==> config.mk <==
export PLATFORM = sky130hd
export DESIGN_NAME = mem_arbiter
export DESIGN_NICKNAME = d
export VERILOG_FILES = /design/src/rtl/mem_arbiter_pkg.sv /design/src/rtl/mem_watchdog.sv /design/src/rtl/mem_arbiter.sv
export SDC_FILE = /design/constraint.sdc
export NUM_CORES = 1
export LEC_CHECK = 0
export ABC_AREA = 1
export CELL_PAD_IN_SITES_DETAIL_PLACEMENT = 0
export CELL_PAD_IN_SITES_GLOBAL_PLACEMENT = 1
export CORE_AREA = 4 4 285 287
export CTS_CLUSTER_SIZE = 24
export DETAILED_ROUTE_END_ITERATION = 8
export DIE_AREA = 0 0 289 291
export HOLD_SLACK_MARGIN = 0.06
export PLACE_DENSITY = 0.66
export SYNTH_ARGS = -nofsm -noshare
export SYNTH_HDL_FRONTEND = slang
export SYNTH_HIERARCHICAL = 1
export SYNTH_SLANG_ARGS = --single-unit
==> constraint.sdc <==
create_clock -name CLK -period 14.67 [get_ports CLK]
set_input_delay 2.934 -clock CLK [delete_from_list [all_inputs] [get_ports CLK]]
set_output_delay 2.934 -clock CLK [all_outputs]
set_load 0.01 [all_outputs]
==> src/rtl/mem_arbiter_pkg.sv <==
// mem_arbiter_pkg: shared widths, FSM state encoding and requester IDs for the memory arbiter
package mem_arbiter_pkg;
  localparam int ADDR_W_DEF = 28;
  localparam int BLOCK_W_DEF = 128;
  localparam int TIMEOUT_DEF = 1023;
  typedef enum logic [2:0] {
    IDLE    = 3'd0,
    GRANT_I = 3'd1,
    GRANT_D = 3'd2,
    DONE_I  = 3'd3,
    DONE_D  = 3'd4
  } state_t;
  localparam logic REQ_I = 1'b0;
  localparam logic REQ_D = 1'b1;
endpackage

==> src/rtl/mem_watchdog.sv <==
// mem_watchdog: per-transaction grant cycle counter with a sticky timeout flag
module mem_watchdog #(
  parameter int TIMEOUT = 1023
) (
  input  logic clk,
  input  logic rst,
  input  logic clr,
  input  logic en,
  output logic timeout,
  output logic err
);
  logic [9:0] cnt;
  // fires in the grant cycle whose increment would bring the count to TIMEOUT
  assign timeout = en && cnt == 10'(TIMEOUT - 1);
  always_ff @(posedge clk or posedge rst)
    if (rst) begin
      cnt <= '0;
      err <= 1'b0;
    end else begin
      cnt <= clr ? '0 : en ? cnt + 10'd1 : cnt;
      err <= err | timeout;
    end
endmodule

==> src/rtl/mem_arbiter.sv <==
// mem_arbiter: alternating two-cache arbiter for the shared main-memory block port
module mem_arbiter
  import mem_arbiter_pkg::*;
#(
  parameter int ADDR_W = ADDR_W_DEF,
  parameter int BLOCK_W = BLOCK_W_DEF,
  parameter int TIMEOUT = TIMEOUT_DEF
) (
  input  logic               CLK,
  input  logic               RESET,
  input  logic               ICACHE_READ,
  input  logic [ADDR_W-1:0]  ICACHE_ADDRESS,
  output logic [BLOCK_W-1:0] ICACHE_READDATA,
  output logic               ICACHE_BUSYWAIT,
  input  logic               DCACHE_READ,
  input  logic               DCACHE_WRITE,
  input  logic [ADDR_W-1:0]  DCACHE_ADDRESS,
  input  logic [BLOCK_W-1:0] DCACHE_WRITEDATA,
  output logic [BLOCK_W-1:0] DCACHE_READDATA,
  output logic               DCACHE_BUSYWAIT,
  output logic               MEM_READ,
  output logic               MEM_WRITE,
  output logic [ADDR_W-1:0]  MEM_ADDRESS,
  output logic [BLOCK_W-1:0] MEM_WRITEDATA,
  input  logic [BLOCK_W-1:0] MEM_READDATA,
  input  logic               MEM_BUSYWAIT,
  output logic               ERR
);
  state_t state;
  logic last_grant, seen_busy, op_read, op_write;
  logic req_i, req_d, pick_d, grant, complete, timeout;
  always_comb begin
    req_i = ICACHE_READ;
    req_d = DCACHE_READ | DCACHE_WRITE;
    pick_d = req_d & (~req_i | (last_grant == REQ_I));
    grant = (state == GRANT_I) || (state == GRANT_D);
    complete = grant & seen_busy & ~MEM_BUSYWAIT;
    MEM_READ = grant & op_read & ~complete;
    MEM_WRITE = grant & op_write & ~complete;
    ICACHE_BUSYWAIT = req_i & (state != DONE_I);
    DCACHE_BUSYWAIT = req_d & (state != DONE_D);
  end
  mem_watchdog #(.TIMEOUT(TIMEOUT)) u_watchdog (
    .clk(CLK),
    .rst(RESET),
    .clr(state == IDLE),
    .en(grant),
    .timeout(timeout),
    .err(ERR)
  );
  always_ff @(posedge CLK or posedge RESET)
    if (RESET) begin
      state <= IDLE;
      last_grant <= REQ_I;
      seen_busy <= 1'b0;
      op_read <= 1'b0;
      op_write <= 1'b0;
      MEM_ADDRESS <= '0;
      MEM_WRITEDATA <= '0;
      ICACHE_READDATA <= '0;
      DCACHE_READDATA <= '0;
    end else begin
      seen_busy <= grant & (seen_busy | MEM_BUSYWAIT);
      case (state)
        IDLE: if (req_i | req_d) begin
          state <= pick_d ? GRANT_D : GRANT_I;
          last_grant <= pick_d ? REQ_D : REQ_I;
          MEM_ADDRESS <= pick_d ? DCACHE_ADDRESS : ICACHE_ADDRESS;
          op_write <= pick_d & DCACHE_WRITE;
          op_read <= ~(pick_d & DCACHE_WRITE);
          if (pick_d) MEM_WRITEDATA <= DCACHE_WRITEDATA;
        end
        GRANT_I, GRANT_D: if (complete | timeout) begin
          state <= (state == GRANT_I) ? DONE_I : DONE_D;
          // a timed-out transaction leaves the previous block in place
          if (complete & op_read & (state == GRANT_I)) ICACHE_READDATA <= MEM_READDATA;
          if (complete & op_read & (state == GRANT_D)) DCACHE_READDATA <= MEM_READDATA;
        end
        default: state <= IDLE;
      endcase
    end
endmodule

==> impl_metrics.ini <==
[clock_tree]
postCtsSetupBuffers = 0
cts_sinks = 430
cts_buffers = 51
clock_path_buffers = 3
ctsHtreeMaxLevel = 2
post_cts_resize_count = 0
tritoncts = done
root_buffer = clkbuf_16
insertion_delay_ns = 0.57
clk_pin_slew_worst_paths_ns = 0.06
cts_hold_buf = 0

[sta]
skew_ns = 0.0179
min_period_over_period_pct = 49.9
fmax_mhz = 137
slew_viol_final = 0
period_needed_ns = 7.32
hold_viol_final = 0
worst_pin_slew_ns = 1.12
tns_ns = 0
slew_headroom_pct = 25.4
finalSetupViolations = 0
rsz0062_at_grt = false

[logic_synthesis]
avgSynthCellArea_um2 = 9.28
synth_area_leaders = dfrtp_1, nand2_1, o21a_1
yosysMostFrequentCell = nand2_1
synth_edf_count = 0
synthTopCellsByCount = nand2_1, dfrtp_1, inv_1
ys_ff_latch = 430
netlist_area_um2 = 17200
synth_top_cell_by_area = dfrtp_1
synthCells = 1854
yosys_warnings = 6
synthesis.nets = 2174
synth_ff_type = dfrtp_1
seq_area_frac_synth_pct = 62.5
synth_cell_type_count = 26
synth-async-reset-ratio_pct = 100
synth_top_area_share_pct = 62.5

[grt]
grt_max_degree = 195
overflow = 0
grt_pass1_wl_um = 95000
track_usage_pct = 14.5
antenna_found_initial = 5
grt_pass1_vias = 15420

[floorplan]
initial_utilization_pct = 21.9
core-area_um2 = 78600
io_pins = 735
rows = 103
fp.dieArea_um2 = 84100
fp.dieH_um = 291
die_x_um = 289

[min_path]
holdPathStages = 2
hold_class = reg -> reg

[layout]
syn2layout_area_growth_pct = 57.2
drive_gt1_share_pct = 4.00
nets = 2864
fin_cells = 3630

[routing]
dr.pass1.iters = 4
final_antenna_net_count = 0
drt_iter0_markers = 756
drc = 0
vias = 14946
drt_wl_total_um = 63200
wire_per_inst_um = 17.4
vias_per_cell = 4.12

[critical_path]
worst-r2r-cell-count = 7
crit_type = in -> out
required_ns = 11.74
cp_data_arrival_time_ns = 4.39
crit_path_start_kind = input port
crit_fanout = 4
endpoint_kind = output pin

[job]
cap_violations = 0

[place]
gp_congestion = 0.854
dp_hpwl_um = 46700
port_buffers = 734
dp.cells = 3541

[pwr]
ir_drop_v = 0.0000959
power_leakage_nw = 12.4
powerDensity_nw_per_um2 = 208

[run_status]
status = finished, final reports clean
==> layout make-up <==
type,instances,area (µm²)
Antenna cell,2,5.00
Clock buffer,76,1480
Clock inverter,11,120
Fill cell,8050,51600
Inverter,155,594
Multi-Input combinational cell,1159,5300
Sequential cell,430,10800
Tap cell,1050,1310
Timing Repair Buffer,747,7480
==> cell usage in the layout (no fill, tap or decap) <==
cell               n
diode_2            2
nor3_4             1
inv_1            151
clkinv_2           5
clkbuf_8          11
clkbuf_1          14
nor2_2             5
inv_8              1
inv_4              2
clkinv_1           1
nand3_1          136
nand2_1          714
dfrtp_1          430
inv_6              2
nand2_2            1
nor2_1            17
nand3_2            2
a31oi_1            2
nand2_4            1
nand4_1            3
nor2_4             4
bufinv_16          2
clkbuf_16         51
a21oi_1            4
a211oi_1           1
clkdlybuf4s50_1  734
buf_4             10
nor3_1             1
buf_12             3
clkinv_4           2
ha_1               2
o21bai_1           1
o21ai_0          134
o21a_1           130
==> metrics by stage <==
stage / util, % / setup slack [ns] / power (mW) / instance area (µm²) / hold slack [ns]
after CTS: 34.4 / 7.32 / 5.72 / 27000 / 0.472
after floorplan: - / 0.0729 / 2.99 / 17200 / 0.442
after global routing: 34.4 / 7.26 / 6.00 / 27100 / 0.490
final: 34.4 / 7.35 / 5.62 / 27100 / 0.467
after detailed placement: 32.4 / 7.32 / 4.46 / 25400 / 0.458
after global placement: 32.4 / 7.32 / 4.42 / 25400 / 0.453
==> worst paths after layout <==
check	slack [ns]	endpoint	from
setup / recovery	7.35	MEM_READ	MEM_BUSYWAIT
hold / removal	0.47	MEM_WRITEDATA[34]	MEM_WRITEDATA[34]
setup reg to reg	11.33	ICACHE_READDATA[20]	state[1]
hold reg to reg	0.47	MEM_WRITEDATA[34]	MEM_WRITEDATA[34]
max in group asynchronous	9.37	ICACHE_READDATA[122]	RESET
min in group asynchronous	2.85	u_watchdog/err	RESET
==> logic make-up after synthesis <==
family                     Yosys count  synth area share [%]
and+or+nand+nor                    885                  20.8
DFF                                430                  62.5
AOI/OAI and AO/OA                  272                  9.85
buffers and inverters              265                  6.72
adders and majority gates            2                 0.145
==> critical path, stage by stage <==
cell	delay [ns]
clkdlybuf4s50_1	0.48
inv_1	0.04
nand2_1	0.18
nand2_1	0.11
nor2_1	0.11
clkdlybuf4s50_1	0.54
==> state kept, by name, indices dropped and copies added, names as in the netlist, 3 cells and up <==
signal and count:
MEM_ADDRESS 28, DCACHE_READDATA 128, ICACHE_READDATA 128, state 3, MEM_WRITEDATA 128, u_watchdog/cnt 10
==> power breakdown <==
| part | internal (mW) | switching, mW | leakage, nW |
|---|---|---|---|
| combinational | 1.22 | 1.19 | 6.18 |
| clock | 0.727 | 0.495 | 0.789 |
| sequential | 1.69 | 0.289 | 5.45 |
==> layer usage <==
| metal | GRT usage (%) | vias to the layer above | wire length [µm] |
|---|---|---|---|
| li1 | - | 7203 | - |
| met4 | 4.95 | 6 | 2100 |
| met2 | 25.2 | 555 | 30900 |
| met1 | 16.4 | 7079 | 24100 |
| met3 | 5.13 | 103 | 6050 |
| met5 | 0 | - | 41 |
Note: power is estimated with default switching activity, not from simulation.
